## config.mk

```make
export PLATFORM = sky130hd
export DESIGN_NAME = multi_proximity_scanner_flat
export DESIGN_NICKNAME = d
export VERILOG_FILES = /design/src/rtl/multi_proximity_scanner_pkg.sv /design/src/rtl/multi_proximity_scanner_if.sv /design/src/rtl/multi_proximity_scanner_echo_sync_edge.sv /design/src/rtl/multi_proximity_scanner.sv /design/src/flat_wrapper.sv
export SDC_FILE = /design/constraint.sdc
export NUM_CORES = 1
export LEC_CHECK = 0
export ABC_AREA = 1
export BUFFER_PORTS_ARGS = -buffer_cell sky130_fd_sc_hd__clkbuf_2
export CAP_MARGIN = 15
export CORE_ASPECT_RATIO = 1.1
export CORE_MARGIN = 5
export CORE_UTILIZATION = 51
export DETAILED_ROUTE_END_ITERATION = 12
export PLACE_DENSITY = 0.77
export REMOVE_ABC_BUFFERS = 1
export SYNTH_ARGS = -nofsm -noshare
export SYNTH_HDL_FRONTEND = slang
export SYNTH_SLANG_ARGS = --single-unit
```

## constraint.sdc

```tcl
create_clock -name clk -period 1.9 [get_ports clk]
set_input_delay 0.285 -clock clk [delete_from_list [all_inputs] [get_ports clk]]
set_output_delay 0.285 -clock clk [all_outputs]
set_load 0.005 [all_outputs]
```

## src/rtl/multi_proximity_scanner_pkg.sv

```systemverilog
// Shared types and default timing for the multi-channel ultrasonic ranging controller.
// Timing defaults assume a 50 MHz system clock.
package prox_pkg;

  typedef enum logic [2:0] {
    ST_IDLE,
    ST_TRIG,
    ST_WAIT_RISE,
    ST_MEASURE,
    ST_GAP
  } state_e;

  localparam int DEF_N_CH           = 4;
  localparam int DEF_CNT_W          = 22;
  localparam int DEF_TRIG_CYCLES    = 500;
  localparam int DEF_TIMEOUT_CYCLES = 1_500_000;
  localparam int DEF_GAP_CYCLES     = 50_000;
  localparam int DEF_HYST           = 1_000;

endpackage

```

## src/rtl/multi_proximity_scanner_if.sv

```systemverilog
// Scan request, sensor lines and per-channel results of the proximity scanner.
interface multi_proximity_scanner_if
  import prox_pkg::*;
#(
  parameter int N_CH  = DEF_N_CH,
  parameter int CNT_W = DEF_CNT_W
);
  logic                    measure;
  logic [N_CH-1:0]         ch_en;
  logic [CNT_W-1:0]        near_thresh;
  logic [N_CH-1:0]         echo;
  logic [N_CH-1:0]         trig;
  logic                    busy;
  logic                    done;
  logic [N_CH*CNT_W-1:0]   dist_raw;
  logic [N_CH-1:0]         valid;
  logic [N_CH-1:0]         timeout;
  logic [N_CH-1:0]         near;

  modport master (
    output measure, ch_en, near_thresh, echo,
    input  trig, busy, done, dist_raw, valid, timeout, near
  );

  modport slave (
    input  measure, ch_en, near_thresh, echo,
    output trig, busy, done, dist_raw, valid, timeout, near
  );
endinterface

```

## src/rtl/multi_proximity_scanner_echo_sync_edge.sv

```systemverilog
// Two-flop synchroniser for one raw echo line plus single-cycle rise/fall pulses.
// Both edges see the same latency, so pulse spacing equals the raw high width.
module echo_sync_edge (
  input  logic clk,
  input  logic rst_n,
  input  logic echo_i,
  output logic rise_o,
  output logic fall_o
);
  logic [2:0] sync_q;

  always_ff @(posedge clk or negedge rst_n) begin
    if (!rst_n) sync_q <= '0;
    else        sync_q <= {sync_q[1:0], echo_i};
  end

  assign rise_o = sync_q[1] & ~sync_q[2];
  assign fall_o = ~sync_q[1] & sync_q[2];
endmodule

```

## src/rtl/multi_proximity_scanner.sv

```systemverilog
// Sequential trigger/echo scanner: one shared timer and FSM, channel index muxes the sensor.
// States: IDLE wait scan | TRIG pulse trigger | WAIT_RISE await echo | MEASURE count width | GAP dead time
module multi_proximity_scanner
  import prox_pkg::*;
#(
  parameter int N_CH           = DEF_N_CH,
  parameter int CNT_W          = DEF_CNT_W,
  parameter int TRIG_CYCLES    = DEF_TRIG_CYCLES,
  parameter int TIMEOUT_CYCLES = DEF_TIMEOUT_CYCLES,
  parameter int GAP_CYCLES     = DEF_GAP_CYCLES,
  parameter int HYST           = DEF_HYST
) (
  input logic                       clk,
  input logic                       rst_n,
  multi_proximity_scanner_if.slave  bus_if
);
  localparam int CH_W = (N_CH > 1) ? $clog2(N_CH) : 1;
  localparam logic [CNT_W-1:0] TRIG_LAST = CNT_W'(TRIG_CYCLES - 1);
  localparam logic [CNT_W-1:0] TO_LAST   = CNT_W'(TIMEOUT_CYCLES - 1);
  localparam logic [CNT_W-1:0] TO_FULL   = CNT_W'(TIMEOUT_CYCLES);
  localparam logic [CNT_W-1:0] GAP_LAST  = CNT_W'(GAP_CYCLES - 1);

  state_e                    state_q, state_d;
  logic [CNT_W-1:0]          tmr_q, tmr_d;
  logic [CH_W-1:0]           ch_q, ch_d, first_idx, next_idx;
  logic                      first_vld, next_vld;
  logic                      done_q, done_d;
  logic                      rec_ok, rec_to;
  logic [N_CH-1:0]           echo_rise, echo_fall, trig;
  logic [N_CH-1:0][CNT_W-1:0] dist_q;
  logic [N_CH-1:0]           valid_q, timeout_q, near_q;
  logic [CNT_W:0]            release_lvl;

  for (genvar g = 0; g < N_CH; g++) begin : g_sync
    echo_sync_edge u_sync (
      .clk    (clk),
      .rst_n  (rst_n),
      .echo_i (bus_if.echo[g]),
      .rise_o (echo_rise[g]),
      .fall_o (echo_fall[g])
    );
  end

  // Descending scan so the lowest qualifying index wins.
  always_comb begin
    first_vld = 1'b0;
    first_idx = '0;
    next_vld  = 1'b0;
    next_idx  = '0;
    for (int i = N_CH - 1; i >= 0; i--) begin
      if (bus_if.ch_en[i]) begin
        first_vld = 1'b1;
        first_idx = CH_W'(i);
        if (i > int'(ch_q)) begin
          next_vld = 1'b1;
          next_idx = CH_W'(i);
        end
      end
    end
  end

  always_ff @(posedge clk or negedge rst_n) begin
    if (!rst_n) begin
      state_q <= ST_IDLE;
      tmr_q   <= '0;
      ch_q    <= '0;
      done_q  <= 1'b0;
    end else begin
      state_q <= state_d;
      tmr_q   <= tmr_d;
      ch_q    <= ch_d;
      done_q  <= done_d;
    end
  end

  always_comb begin
    state_d = state_q;
    tmr_d   = tmr_q;
    ch_d    = ch_q;
    done_d  = 1'b0;
    rec_ok  = 1'b0;
    rec_to  = 1'b0;
    case (state_q)
      ST_IDLE: begin
        if (bus_if.measure) begin
          if (first_vld) begin
            state_d = ST_TRIG;
            ch_d    = first_idx;
            tmr_d   = '0;
          end else begin
            done_d = 1'b1;
          end
        end
      end
      ST_TRIG: begin
        if (tmr_q == TRIG_LAST) begin
          state_d = ST_WAIT_RISE;
          tmr_d   = '0;
        end else begin
          tmr_d = tmr_q + 1'b1;
        end
      end
      ST_WAIT_RISE: begin
        // The rise cycle is itself the first high cycle of the echo.
        if (echo_rise[ch_q]) begin
          state_d = ST_MEASURE;
          tmr_d   = CNT_W'(1);
        end else if (tmr_q == TO_LAST) begin
          rec_to  = 1'b1;
          state_d = ST_GAP;
          tmr_d   = '0;
        end else begin
          tmr_d = tmr_q + 1'b1;
        end
      end
      ST_MEASURE: begin
        if (echo_fall[ch_q]) begin
          rec_ok  = 1'b1;
          state_d = ST_GAP;
          tmr_d   = '0;
        end else if (tmr_q == TO_FULL) begin
          rec_to  = 1'b1;
          state_d = ST_GAP;
          tmr_d   = '0;
        end else begin
          tmr_d = tmr_q + 1'b1;
        end
      end
      ST_GAP: begin
        if (tmr_q == GAP_LAST) begin
          tmr_d = '0;
          if (next_vld) begin
            state_d = ST_TRIG;
            ch_d    = next_idx;
          end else begin
            state_d = ST_IDLE;
            done_d  = 1'b1;
          end
        end else begin
          tmr_d = tmr_q + 1'b1;
        end
      end
      default: state_d = ST_IDLE;
    endcase
  end

  assign release_lvl = {1'b0, bus_if.near_thresh} + (CNT_W + 1)'(HYST);

  always_ff @(posedge clk or negedge rst_n) begin
    if (!rst_n) begin
      dist_q    <= '0;
      valid_q   <= '0;
      timeout_q <= '0;
      near_q    <= '0;
    end else if (rec_ok) begin
      dist_q[ch_q]    <= tmr_q;
      valid_q[ch_q]   <= 1'b1;
      timeout_q[ch_q] <= 1'b0;
      if (tmr_q < bus_if.near_thresh)       near_q[ch_q] <= 1'b1;
      else if ({1'b0, tmr_q} >= release_lvl) near_q[ch_q] <= 1'b0;
    end else if (rec_to) begin
      dist_q[ch_q]    <= TO_FULL;
      valid_q[ch_q]   <= 1'b0;
      timeout_q[ch_q] <= 1'b1;
      near_q[ch_q]    <= 1'b0;
    end
  end

  always_comb begin
    trig = '0;
    if (state_q == ST_TRIG) trig[ch_q] = 1'b1;
  end

  assign bus_if.trig     = trig;
  assign bus_if.busy     = (state_q != ST_IDLE);
  assign bus_if.done     = done_q;
  assign bus_if.dist_raw = dist_q;
  assign bus_if.valid    = valid_q;
  assign bus_if.timeout  = timeout_q;
  assign bus_if.near     = near_q;
endmodule

```

## src/flat_wrapper.sv

```systemverilog
// flat-port wrapper written by rule: the top's interface ports become plain ports
module multi_proximity_scanner_flat import prox_pkg::*;
#(
  parameter int N_CH           = DEF_N_CH,
  parameter int CNT_W          = DEF_CNT_W,
  parameter int TRIG_CYCLES    = DEF_TRIG_CYCLES,
  parameter int TIMEOUT_CYCLES = DEF_TIMEOUT_CYCLES,
  parameter int GAP_CYCLES     = DEF_GAP_CYCLES,
  parameter int HYST           = DEF_HYST
)
  (clk, rst_n, bus_if_measure, bus_if_ch_en, bus_if_near_thresh, bus_if_echo, bus_if_trig, bus_if_busy, bus_if_done, bus_if_dist_raw, bus_if_valid, bus_if_timeout, bus_if_near);
  multi_proximity_scanner_if #(.N_CH(N_CH), .CNT_W(CNT_W)) bus_if_i ();
  input logic clk;
  input logic rst_n;
  input wire logic [$bits(bus_if_i.measure)-1:0] bus_if_measure;
  input wire logic [$bits(bus_if_i.ch_en)-1:0] bus_if_ch_en;
  input wire logic [$bits(bus_if_i.near_thresh)-1:0] bus_if_near_thresh;
  input wire logic [$bits(bus_if_i.echo)-1:0] bus_if_echo;
  output wire logic [$bits(bus_if_i.trig)-1:0] bus_if_trig;
  output wire logic [$bits(bus_if_i.busy)-1:0] bus_if_busy;
  output wire logic [$bits(bus_if_i.done)-1:0] bus_if_done;
  output wire logic [$bits(bus_if_i.dist_raw)-1:0] bus_if_dist_raw;
  output wire logic [$bits(bus_if_i.valid)-1:0] bus_if_valid;
  output wire logic [$bits(bus_if_i.timeout)-1:0] bus_if_timeout;
  output wire logic [$bits(bus_if_i.near)-1:0] bus_if_near;
  assign bus_if_i.measure = bus_if_measure;
  assign bus_if_i.ch_en = bus_if_ch_en;
  assign bus_if_i.near_thresh = bus_if_near_thresh;
  assign bus_if_i.echo = bus_if_echo;
  assign bus_if_trig = bus_if_i.trig;
  assign bus_if_busy = bus_if_i.busy;
  assign bus_if_done = bus_if_i.done;
  assign bus_if_dist_raw = bus_if_i.dist_raw;
  assign bus_if_valid = bus_if_i.valid;
  assign bus_if_timeout = bus_if_i.timeout;
  assign bus_if_near = bus_if_i.near;
  multi_proximity_scanner #(.N_CH(N_CH), .CNT_W(CNT_W), .TRIG_CYCLES(TRIG_CYCLES), .TIMEOUT_CYCLES(TIMEOUT_CYCLES), .GAP_CYCLES(GAP_CYCLES), .HYST(HYST)) u_core (.clk(clk), .rst_n(rst_n), .bus_if(bus_if_i));
endmodule
```

==> Word level (Yosys, flattened, before mapping) <==
Index checks and enable logic that the tools add are counted.
{ "totals": {"regBits": 140, "latch_bits": 0, "ramBits": 0, "rom_bits": 0, "out_inout_bits": 106, "wordCells": 152, "n_memories": 0} }
{ "op_classes": {"n_addsub": 2, "n_mul": 0, "div": 0, "magnitude_cmp": 7, "n_eq_ne": 16, "shifts": 0, "n_mux": 76, "bitwise_logic": 26, "reduce_logical": 10} }
{ "op_table": {"columns": ["cell", "count"], "rows": [
  ["$mux W22", 9],
  ["$mux W88", 2],
  ["$pmux W22 S5", 1],
  ["$bwmux W88", 1],
  ["$and A48 B48 Y48", 1],
  ["$not A48 Y48", 1],
  ["$demux W22 S2", 1],
  ["$eq A22 B21 Y1 const B", 2],
  ["$or A40 B40 Y40", 1],
  ["$mux W4", 9],
  ["$mux W2", 14],
  ["$mux W1", 24],
  ["$mux W3", 8],
  ["$add A22 B10 Y23 const B", 1],
  ["$ge A22 B23 Y1", 1],
  ["$add A22 B1 Y22 const B", 1],
  ["$eq A22 B16 Y1 const B", 1],
  ["$eq A22 B9 Y1 const B", 1],
  ["$lt A22 B22 Y1", 1],
  ["$pmux W3 S5", 1],
  ["$and A4 B4 Y4", 3],
  ["$or A4 B4 Y4", 3],
  ["$and A1 B1 Y1", 8],
  ["$ne A2 B1 Y1 const B", 4],
  ["other kinds (25)", 38]
]} }

==> Depth between registers and ports, before layout <==
Gate-level depths: netlist of run 1.
{ "depth": {"depth_word": 10, "ltp_mapped": 24, "depth_no_buf": 24} }

==> By module <==
Synthesis of run 1 repeated with hierarchy kept, for this count alone.
{ "hier_totals": {"cells_unflattened": 948, "hier_area_um2": 7400.8} }
{ "modules_own_cells": {"columns": ["mod", "instances", "cells_each", "area_each_um2", "seq_area_each_um2"], "rows": [
  ["multi_proximity_scanner", 1, 920, 7040.5, 3203.1],
  ["echo_sync_edge", 4, 7, 90.1, 75.1]
]} }

==> Worst setup path before layout of run 1 <==
OpenSTA, ideal clock, no wires.
{ "synth_timing": {"kind": "input to register", "start": "in bus_if_near_thresh[3]", "end": "reg (tool-made name)", "setup_time_ns": 0.117, "t_arrival_ns": 2.456, "required_time_ns": 1.783, "path_slack_ns": -0.673, "path_stages": 23, "path_cell_list": "ha_1 -> nor2_1 -> nand2_1 -> nor3_1 -> a21oi_1 -> nand3_1 -> nor2_1 -> a21oi_1 -> inv_1 -> ha_1 -> nand2_1 -> nor2_1 -> nand3_1 -> inv_1 -> nand2_1 -> nor2_1 -> nor2_1 -> nand2_1 -> nand2_1 -> nand2_2 -> nand2_1 -> nand2_1 -> nand2_1"} }
{ "synth_rtl": {"columns": ["item", "line", "rtl"], "rows": [
  ["start, declared", "flat_wrapper.sv:17", "input wire logic [$bits(bus_if_i.near_thresh)-1:0] bus_if_near_thresh;"]
]} }

==> Worst setup path in the final report of run 1 <==
{ "layout_timing": {"start": "reg u_core.state_q[0]", "end": "reg u_core.tmr_q[12]"} }
{ "layout_via": {"elab_chain_cells": 3} }
{ "layout_lines": {"columns": ["item", "line", "rtl"], "rows": [
  ["start, declared", "multi_proximity_scanner.sv:23", "state_e state_q, state_d;"],
  ["start signal, assigned", "multi_proximity_scanner.sv:69", "state_q <= state_d;"],
  ["$eq A3 B2 Y1, or another cell as far along", "multi_proximity_scanner.sv:83", "case (state_q)"],
  ["$reduce_bool A5 Y1 (no line), or another cell as far along", null, null],
  ["$reduce_and A3 Y1 (no line)", null, null],
  ["end signal, assigned", "multi_proximity_scanner.sv:70", "tmr_q <= tmr_d;"],
  ["end, declared", "multi_proximity_scanner.sv:24", "logic [CNT_W-1:0] tmr_q, tmr_d;"]
]} }
Parallel ways exist; a longest one is shown, timed or not.
A chain may end at the register's enable or synchronous reset.

==> impl_results.md, run 1 <==
* Setup-failing EPs final at 131
* Library cells used by synthesis at 30
* Crit path from: u_core.state_q[0]
* Power density cells at around 1100 nW/um2
* IO Port Bufs at 138
* Post-DP HPWL at around 17000 um
* Vias post-DR at between 9000 and 10000
* Hold Vio Cnt, Final at 0
* CTS tree: yes
* Final core occ at 0.843
* First-pass GRT wire length at 38300 um
* GRT Total Usage at 0.276
* Final Cell Area at 12200 um2
* Synth Flop Type: dfrtp_1
* Violations in the final reports: setup timing
* Mux cell area share after synthesis at 0
* Clk network pwr share at 0.262
* Antenna-violating nets left at 0
* Compound-cell area share of the yosys netlist at 0.147
* Nets at 1352
* Seq/Total Area, Yosys at 0.465
* Worst skew pair latency at between 0.4 and 0.5 ns
* RR Endpoint: u_core.tmr_q[12]
* Number of synthesized flops with an enable pin at 0
* Die area at 17300 um2
* Leakage power at 5.97 nW
* Initial DRC Count at 1212
* Vias in the first global route at 7776
* Final wirelength at 35900 um
* Max Root-Sink Buffers at 2
* Placed cell areas at 9590 um2
* Fillcell total at about 640
* # rows at 46
* Final GP Congestion at 0.958
* IO Pins at 139
* Worst setup EP type: flip-flop
* Crit path depth at 10
* Final slew viol count at 0
* Synthesized area at 7540 um2
* Post-Synth XOR/XNOR Area at 0.0314
* Final Skew at roughly 0.019 ns
* Max-cap violations at 0
* #FFs+latches synth at 140
* Cells after Synth at 935
* Combinational power share at 0.421
* Asr flop ratio synth at 1.00
* Drt wl/cell at approximately 24 um
* Minimum clock period after layout at 2.56 ns
* Max VDD drop at around 0.00093 V
* CP bufs+invs at 2
* Worst Hold Class: in -> reg
* Int Power at around 7.9 mW
* RSZ-0062 raised after global routing: true
* Crit path cell chain: nor2_4 > inv_1 > nor2_2 > nand2_1 > nand2_1 > inv_1 > nand4_1 > o21ai_0 > o21ai_0 > nor2_2
* Fin crit share at 1.35
* CTS buffer count at 17
* Die H at around 140 um
* Core area at between 10000 and 15000 um2
* Power, Total at about 13 mW
* Critical path class: reg -> reg
* Startpoint types: flip-flop
* Sw Pwr at 5.50 mW
* Flop pwr share at 0.317
* Critical path arrival at ~2.9 ns
* Yosys warns at 0
* Area grow syn2layout at 61.5%
* Max-slew headroom at 0.695
* # diodes at 0
* DR pass1 iterations at 8
* Number of remaining DRC errors at 0
* Status: complete, but fails checks
* Antenna violations before repair at 0
* Root Driver: clkbuf_16
* Initial Util at 0.522
* Slowest CP cell: o21ai_0
* Net Sw Frac at 0.412
* Worst slew pin tran at 0.455 ns
* H-tree Lvls at 4
* Post-Synth Adder-Cell Area at 0.0730
* Worst R2R Start: u_core.state_q[0]
* Grt total ovfl at 0
* Critical path peak fanout at 5
* Clock transition at path regs at 0.07 ns
* Critical Path RT at 2.26 ns
* Worst setup path end: u_core.tmr_q[12]
* Critical path's top delay family: simple AND/OR/NAND/NOR gates
* Synth Area in Simple Gates at 0.211
* Die width at 126 um
* Pin count of the biggest net entering global routing at 39
* Routed vias/inst at 6.42
* Max Freq at 0.391 GHz
* Final worst setup slack at -0.656 ns
* Clk sinks at 140
* Largest family of logic cells by synthesized area: simple AND/OR/NAND/NOR gates
* Worst Reg-to-Reg Cells at 10
* Syn avg cell area at 8.06 um2
* Fraction of layout cells with a size suffix above 1 at 0.491
* Reg2Reg Setup Slack at -0.66 ns
* CP peak stage delay at 0.45 ns
[power groups by stage]
stage | clock network [mW] | registers (mW) | logic [mW]
after CTS | 3.40 | 3.94 | 3.75
after global placement | 0 | 3.98 | 3.43
final | 3.50 | 4.23 | 5.62
after detailed placement | 0 | 3.99 | 3.52
after global routing | 3.59 | 4.26 | 5.88
after floorplan | 0 | 3.96 | 1.59
[cells in the final DEF, fill, tap and decap left out, types with 5 or more instances in the layout]
cell type,n
a21oi_1,44
a21oi_2,48
a21oi_4,17
buf_12,15
buf_4,157
buf_6,20
clkbuf_16,22
clkbuf_2,132
clkinvlp_4,8
dfrtp_1,128
dfrtp_2,12
dlygate4sd3_1,5
ha_1,39
ha_4,5
inv_1,101
inv_2,12
nand2_1,130
nand2_2,50
nand2_4,19
nand2_8,8
nand3_1,31
nand3_2,8
nand4_1,20
nor2_1,55
nor2_2,18
nor2_4,11
nor3_1,11
o21ai_0,23
o21ai_1,31
o21ai_2,26
o22ai_2,10
xor2_1,26
[routing by layer]
layer	GRT usage	vias up	share of wire
met4	0.114	0	0.095
met1	0.340	4422	0.32
met3	0.0582	350	0.12
li1	-	3789	-
met5	0	-	0
met2	0.474	935	0.46
[worst min-delay path, cell delays in order]
cell      delay (ns)
clkbuf_2        0.10
nand2_1         0.06
o32ai_1         0.09
[cell families after synthesis]
family / after synthesis
adder cells (fa/ha/maj): 44
AO/OA/AOI/OAI: 212
flip-flops: 140
buffers and inverters: 141
AND/OR/NAND/NOR: 371
XOR/XNOR: 27
[layout make-up]
| cell class | count | area, um2 | share of cell area |
|---|---|---|---|
| sequential | 140 | 3520 | 0.289 |
| timing repair inverter | 1 | 7.51 | 0.000617 |
| timing repair buffer | 338 | 2570 | 0.211 |
| clock buffer | 18 | 439 | 0.0361 |
| multi-input combinational | 658 | 4780 | 0.392 |
| tap | 192 | 240 | 0.0197 |
| inverter | 119 | 462 | 0.0379 |
| clock inverter | 14 | 160 | 0.0132 |
[Yosys cell counts, drive strengths merged (2+ instances only)]
| cell | number | area, um2 |
|---|---|---|
| a21oi | 109 | 546 |
| buf | 9 | 55.1 |
| clkbuf | 13 | 48.8 |
| clkinv | 3 | 11.3 |
| dfrtp | 140 | 3500 |
| ha | 44 | 551 |
| inv | 116 | 435 |
| nand2 | 203 | 780 |
| nand3 | 43 | 215 |
| nand4 | 20 | 125 |
| nor2 | 85 | 368 |
| nor3 | 18 | 90.1 |
| o211ai | 2 | 15.0 |
| o21ai | 81 | 405 |
| o21bai | 4 | 30.0 |
| o22ai | 11 | 68.8 |
| o32ai | 2 | 17.5 |
| xor2 | 27 | 236 |
[stage by stage]
step	hold slack (ns)	setup slack (ns)	setup TNS (ns)	cells
after floorplan	-0.0106	-0.698	-32.22	913
after global routing	0.178	-0.755	-45.90	1480
after detailed placement	0.150	-1.09	-18.76	1395
after global placement	0.151	-0.977	-17.86	1395
final	0.154	-0.656	-39.73	1480
after CTS	0.146	-0.430	-11.26	1446
[how the worst min path moves through the flow]
stage / startpoint / to / slack, ns / cells past startpoint
CTS: bus_if_measure / u_core.bus_if.done / 0.15 / 3
global route: bus_if_measure / u_core.bus_if.done / 0.18 / 3
global placement: rst_n / u_core.bus_if.dist_raw[63] / 0.15 / 1
finish: bus_if_measure / u_core.bus_if.done / 0.15 / 3
floorplan: rst_n / asynchronous set/reset pin / -0.01 / 0
detailed placement: rst_n / u_core.bus_if.dist_raw[63] / 0.15 / 1
[registers in the layout, summed over array words and instances (netlist names), named ones only]
register,cells
u_core.state_q,3
u_core.g_sync.u_sync.sync_q,12
u_core.tmr_q,22
u_core.ch_q,2
u_core.bus_if.done,1
u_core.bus_if.dist_raw,88
[repair_timing]
| item | in CTS | in global routing |
|---|---|---|
| hold endpoints to repair | 96 | 0 |
| pin swaps | 12 | 85 |
| gates resized for setup | 52 | 347 |
| hold buffers | 5 | 0 |
| setup endpoints to repair | 121 | 133 |
| gates cloned | 3 | 8 |
| buffers inserted | 11 | 29 |
Note: power is estimated with default switching activity, not from simulation.
==> run 2: changes to the inputs <==
--- a/config.mk
+++ b/config.mk
@@ -17,3 +17,4 @@
 export SYNTH_ARGS = -nofsm -noshare
 export SYNTH_HDL_FRONTEND = slang
 export SYNTH_SLANG_ARGS = --single-unit
+export TNS_END_PERCENT = 20
==> run 2 against run 1 <==
Sequential power is 4% lower. Maximum frequency up 8.8%. The run still ends with setup timing left. Clock-buffer cell count did not move. Sequential cell count unchanged. Core utilization shrank 6.6 points. Non-clock buffer count shrank 22. Worst setup slack improved by 0.21 ns.
==> impl_results.md, run 2 (synthesized netlist as in run 1, its figures left out) <==
* Critical path's top delay family: simple AND/OR/NAND/NOR gates
* Clock transition at path regs at 0.06 ns
* DR pass1 iterations at 6
* Initial Util at 0.522
* Final core occ at 0.777
* Leakage power at 5.69 nW
* Number of remaining DRC errors at 0
* DP Worst Slack at -1.09 ns
* GRT Total Usage at 0.271
* Startpoint types: input pin
* CTS buffer count at 17
* Worst skew pair latency at 0.43 ns
* Fin crit share at 1.24
* Die H at 138 um
* Fillcell total at 881
* Largest register FFs at 88
* First-pass GRT wire length at approximately 38000 um
* Non-filler instance count after layout at between 1000 and 1500
* Minimum clock period after layout at between 2 and 2.5 ns
* Violations in the final reports: setup timing
* Critical path peak fanout at 8
* H-tree Lvls at 4
* Critical Path RT at about 2.2 ns
* Reg2Reg Setup Slack at -0.37 ns
* Antenna violations before repair at 0
* Max-cap violations at 0
* Antenna-violating nets left at 0
* Hold Vio Cnt, Final at 0
* Max-slew headroom at 0.586
* RSZ-0062 raised after global routing: true
* Slowest CP cell: ha_4
* Max VDD drop at 0.000918 V
* Final wirelength at 26700 um
* Core area at roughly 14000 um2
* Area grow syn2layout at 48.9%
* Crit path cell chain: buf_8 > ha_4 > nor2_4 > nand2_2 > nor3_4 > a21oi_2 > nand3_2 > nor2_2 > nand2_1 > a21oi_1 > inv_1 > ha_4 > nand2_4 > nor2_4 > nand3_2 > o21bai_1 > o21ai_1 > nand2_1 > nand2_2 > nand2_4 > nand2_1 > nand2_1 > nand2_1
* Setup-failing EPs final at 126
* Post-Place Cells at 1395
* Critical path class: in -> reg
* Routed vias/inst at 5.70
* Power, Total at 12.0 mW
* Final slew viol count at 0
* Worst slew pin tran at 0.614 ns
* Worst Hold Class: in -> reg
* Most frequent cells in the layout: 178 x nand2_1, 148 x buf_4, 135 x clkbuf_2
* Max Freq at 0.426 GHz
* Root Driver: clkbuf_16
* Vias post-DR at about 8300
* Max Root-Sink Buffers at 2
* Worst setup EP type: flip-flop
* CTS tree: yes
* Final Cell Area at about 11000 um2
* Critical Path Most Common Cell: nand2_1
* Placed cell areas at around 9600 um2
* Nets at 1328
* Commonest non-fill, non-tap cell in the layout: nand2_1
* CP bufs+invs at 2
* # rows at 46
* Final worst setup slack at -0.450 ns
* Power density cells at between 1000 and 1500 nW/um2
* Status: complete, but fails checks
* Critical path arrival at 2.67 ns
* Pin count of the biggest net entering global routing at 39
* Die area at 17300 um2
* Drt wl/cell at between 15 and 20 um
* Initial DRC Count at 898
* IO Port Bufs at 138
* Final Skew at 0.00824 ns
* Vias in the first global route at 7706
* Die width at 126 um
* Grt total ovfl at 0
* # diodes at 0
* CP peak stage delay at between 0.2 and 0.3 ns
* Fraction of layout cells with a size suffix above 1 at 0.373
* Final GP Congestion at 0.958
* Clk sinks at 140
* IO Pins at 139
* Post-DP HPWL at roughly 17000 um
==> run 2: path summary, 6_finish.rpt <==
kind	startpoint	endpoint	depth (start not counted)
hold reg to reg	u_core.g_sync[2].u_sync.sync_q[0]	u_core.g_sync[2].u_sync.sync_q[1]	0
setup / recovery	bus_if_near_thresh[4]	flip-flop	23
hold / removal	bus_if_measure	u_core.bus_if.done	3
min in group asynchronous	rst_n	u_core.bus_if.dist_raw[4]	2
max in group asynchronous	rst_n	u_core.tmr_q[8]	3
setup reg to reg	u_core.tmr_q[0]	u_core.bus_if.dist_raw[38]	14
==> run 2: power breakdown <==
group | switching (mW) | internal [mW]
registers | 0.495 | 3.55
logic | 2.65 | 1.89
clock network | 1.41 | 2.00
==> run 2: tightest hold or removal path: stages <==
cell and delay, ns:
clkbuf_2 0.10, nand2_1 0.06, o32ai_1 0.09
==> run 2: per-stage QoR <==
stage	TNS [ns]	hold slack, ns
after floorplan	-32.22	-0.0106
after global placement	-17.86	0.151
after detailed placement	-18.76	0.150
after CTS	-11.71	0.146
after global routing	-43.28	0.171
final	-30.57	0.158
==> run 2: final cells by class <==
| type | count | area (um2) | share of cell area |
|---|---|---|---|
| Timing Repair Buffer | 316 | 2310 | 0.205 |
| Inverter | 119 | 447 | 0.0398 |
| Multi-Input combinational cell | 657 | 4120 | 0.367 |
| Clock inverter | 14 | 160 | 0.0143 |
| Clock buffer | 18 | 439 | 0.0391 |
| Tap cell | 192 | 240 | 0.0214 |
| Sequential cell | 140 | 3510 | 0.313 |
==> run 2: layer usage <==
| layer | share of wire | up-vias | global-route usage |
|---|---|---|---|
| met2 | 0.49 | 519 | 0.468 |
| met3 | 0.081 | 147 | 0.0558 |
| li1 | - | 3727 | - |
| met5 | 0 | - | 0 |
| met4 | 0.050 | 0 | 0.105 |
| met1 | 0.38 | 3910 | 0.336 |
==> run 2: what timing repair did <==
item,in CTS,in global routing
pin swaps,11,37
resized for setup,41,141
hold buffers,5,0
gates cloned,1,7
endpoints found under the setup margin,121,132
setup buffers,11,10
hold endpoints to repair,96,0
==> run 3: changes to the inputs <==
--- a/config.mk
+++ b/config.mk
@@ -13,6 +13,7 @@
 export CORE_UTILIZATION = 51
 export DETAILED_ROUTE_END_ITERATION = 12
 export PLACE_DENSITY = 0.77
+export RECOVER_POWER = 25
 export REMOVE_ABC_BUFFERS = 1
 export SYNTH_ARGS = -nofsm -noshare
 export SYNTH_HDL_FRONTEND = slang
==> run 3 against run 2 <==
Core utilization fell by 0.17 points. Routed wire length barely moved. Register-to-register slack got worse by 0.02 ns. Final cell count did not move. The run still ends with setup timing left.
==> impl_results.md, run 3 (synthesized netlist as in run 1, its figures left out) <==
* Status: complete, but fails checks
* Violations in the final reports: setup timing
* Power density cells at 1070 nW/um2
* Fillcell total at 887
* Startpoint types: input pin
* DP Worst Slack at -1.09 ns
* Worst setup EP type: flip-flop
* Vias post-DR at roughly 8300
* Max-cap violations at 0
* Nets at 1328
* Multi-input logic area at 4120 um2
* CTS buffer count at 17
* Pin count of the biggest net entering global routing at 39
* Final Cell Area at 11200 um2
* GRT Max-Usage Layer: met2
* Fin crit share at 1.24
* Clock transition at path regs at 0.07 ns
* Clk sinks at 140
* Grt total ovfl at 0
* Endpoint, Worst Hold: u_core.bus_if.done
* First-pass GRT wire length at about 38000 um
* Critical path peak fanout at 8
* Minimum clock period after layout at between 2 and 2.5 ns
* Worst Reg-to-Reg Cells at 14
* Critical Path RT at 2.22 ns
* Vias in the first global route at 7706
* Worst skew pair latency at ~0.43 ns
* Root Driver: clkbuf_16
* Critical Path Most Common Cell: nand2_1
* H-tree Lvls at 4
* Max Root-Sink Buffers at 2
* Hold Path Cell Cnt at 3
* DR pass1 iterations at 6
* Grt met1 use at 0.336
* Number of remaining DRC errors at 0
* RSZ-0062 raised after global routing: true
* Final worst setup slack at -0.450 ns
* CTS tree: yes
* Final wirelength at 26700 um
* Max-slew headroom at 0.166
* Largest register FFs at 88
* Initial Util at 0.522
* Leakage power at roughly 5.7 nW
* Setup-failing EPs final at 125
* Initial DRC Count at 906
* Max Freq at 0.426 GHz
* Area grow syn2layout at 48.6%
* Crit path cell chain: buf_8 > ha_4 > nor2_4 > nand2_2 > nor3_4 > a21oi_2 > nand3_2 > nor2_2 > nand2_1 > a21oi_1 > inv_1 > ha_4 > nand2_4 > nor2_4 > nand3_2 > o21bai_1 > o21ai_1 > nand2_1 > nand2_2 > nand2_4 > nand2_1 > nand2_1 > nand2_1
* # rows at 46
* Critical path arrival at 2.67 ns
* # diodes at 0
* Commonest non-fill, non-tap cell in the layout: nand2_1
* Placed cell areas at 9590 um2
* Post-DP HPWL at 17100 um
* Final GP Congestion at 0.958
* GR Util met2 at 0.468
* Register area at between 3000 and 4000 um2
* CP bufs+invs at 2
* Hold path startpoint: bus_if_measure
* Final slew viol count at 0
* Slowest CP cell: ha_4
* Die area at 17300 um2
* Fraction of layout cells with a size suffix above 1 at 0.373
* Max VDD drop at 0.000920 V
* Drt wl/cell at approximately 18 um
* Critical path class: in -> reg
* IO Pins at about 140
* Reg2Reg Setup Slack at -0.39 ns
* Antenna-violating nets left at 0
* Most frequent cells in the layout: 178 x nand2_1, 148 x buf_4, 135 x clkbuf_2
* CP peak stage delay at approximately 0.27 ns
* Critical path's top delay family: simple AND/OR/NAND/NOR gates
* Die H at between 100 and 150 um
* Hold Vio Cnt, Final at 0
* Die width at 126 um
* IO Port Bufs at 138
* Routed vias/inst at 5.69
* GRT Total Usage at 0.271
* Core area at 14400 um2
* Final Skew at 0.00907 ns
* Worst R2R Start: u_core.tmr_q[0]
* Met3 track demand over resource at 0.0558
* RR Endpoint: u_core.bus_if.dist_raw[38]
* Worst slew pin tran at 1.25 ns
* Worst Hold Class: in -> reg
* Antenna violations before repair at 0
[run 3: cell count changes in the layout (fill, tap and decap cells not counted), sizes merged]
| cell | before | now |
|---|---|---|
| clkbuf | 157 | 158 |
| buf | 172 | 171 |
[run 3: cell type report]
type	count	area share
Clock buffer	18	0.0392
Multi-Input combinational cell	657	0.368
Sequential cell	140	0.313
Clock inverter	14	0.0143
Inverter	119	0.0399
Tap cell	192	0.0214
Timing Repair Buffer	316	0.204
[run 3: through the flow]
stage          cells  hold slack [ns]  power, mW  setup TNS [ns]   util
3_3_place_gp    1395            0.151       7.41          -17.86  0.664
5_1_grt         1456            0.171       12.5          -43.28  0.775
4_1_cts         1444            0.146       11.1          -11.71  0.730
3_5_place_dp    1395            0.150       7.51          -18.76  0.664
2_1_floorplan    913          -0.0106       5.55          -32.22      -
6_report        1456            0.155       12.0          -31.90  0.775
[run 3: where the power goes]
part	total [mW]	switching, mW	internal [mW]
Sequential	4.05	0.499	3.55
Clock	3.41	1.41	2.00
Combinational	4.54	2.66	1.88
Total	12.0	4.57	7.43
[run 3: repair_timing]
item                                    CTS  global route
hold endpoints to repair                 96             0
pin swaps                                11            37
resized for setup                        41           141
hold buffers                              5             0
endpoints found under the setup margin  121           132
cloned                                    1             7
buffers inserted                         11            10
[run 3: metal layers]
layer  vias up  part of all wire  routed length (um)
met5         -                 0                   0
met4         0             0.050                1340
met3       143             0.076                2030
met2       480              0.49               13200
met1      3919              0.38               10200
li1       3736                 -                   -
[run 3: worst max-delay path by stage]
stage | start | endpoint | slack, ns | cells past startpoint
6_report | bus_if_near_thresh[4] | flip-flop | -0.45 | 23
5_1_grt | bus_if_near_thresh[4] | flip-flop | -0.63 | 23
4_1_cts | bus_if_near_thresh[3] | flip-flop | -0.43 | 24
3_5_place_dp | bus_if_near_thresh[3] | flip-flop | -1.09 | 24
3_3_place_gp | bus_if_near_thresh[3] | flip-flop | -0.98 | 24
2_1_floorplan | bus_if_near_thresh[3] | flip-flop | -0.70 | 23
[run 3: worst register-to-register path: cells and delay by family (launching register included)]
| family | cells | cell delay [ns] |
|---|---|---|
| compound gates | 1 | 0.09 |
| fa+ha+maj | 1 | 0.22 |
| simple gates | 9 | 1.03 |
| flops | 1 | 0.42 |
| buf+inv | 3 | 0.39 |
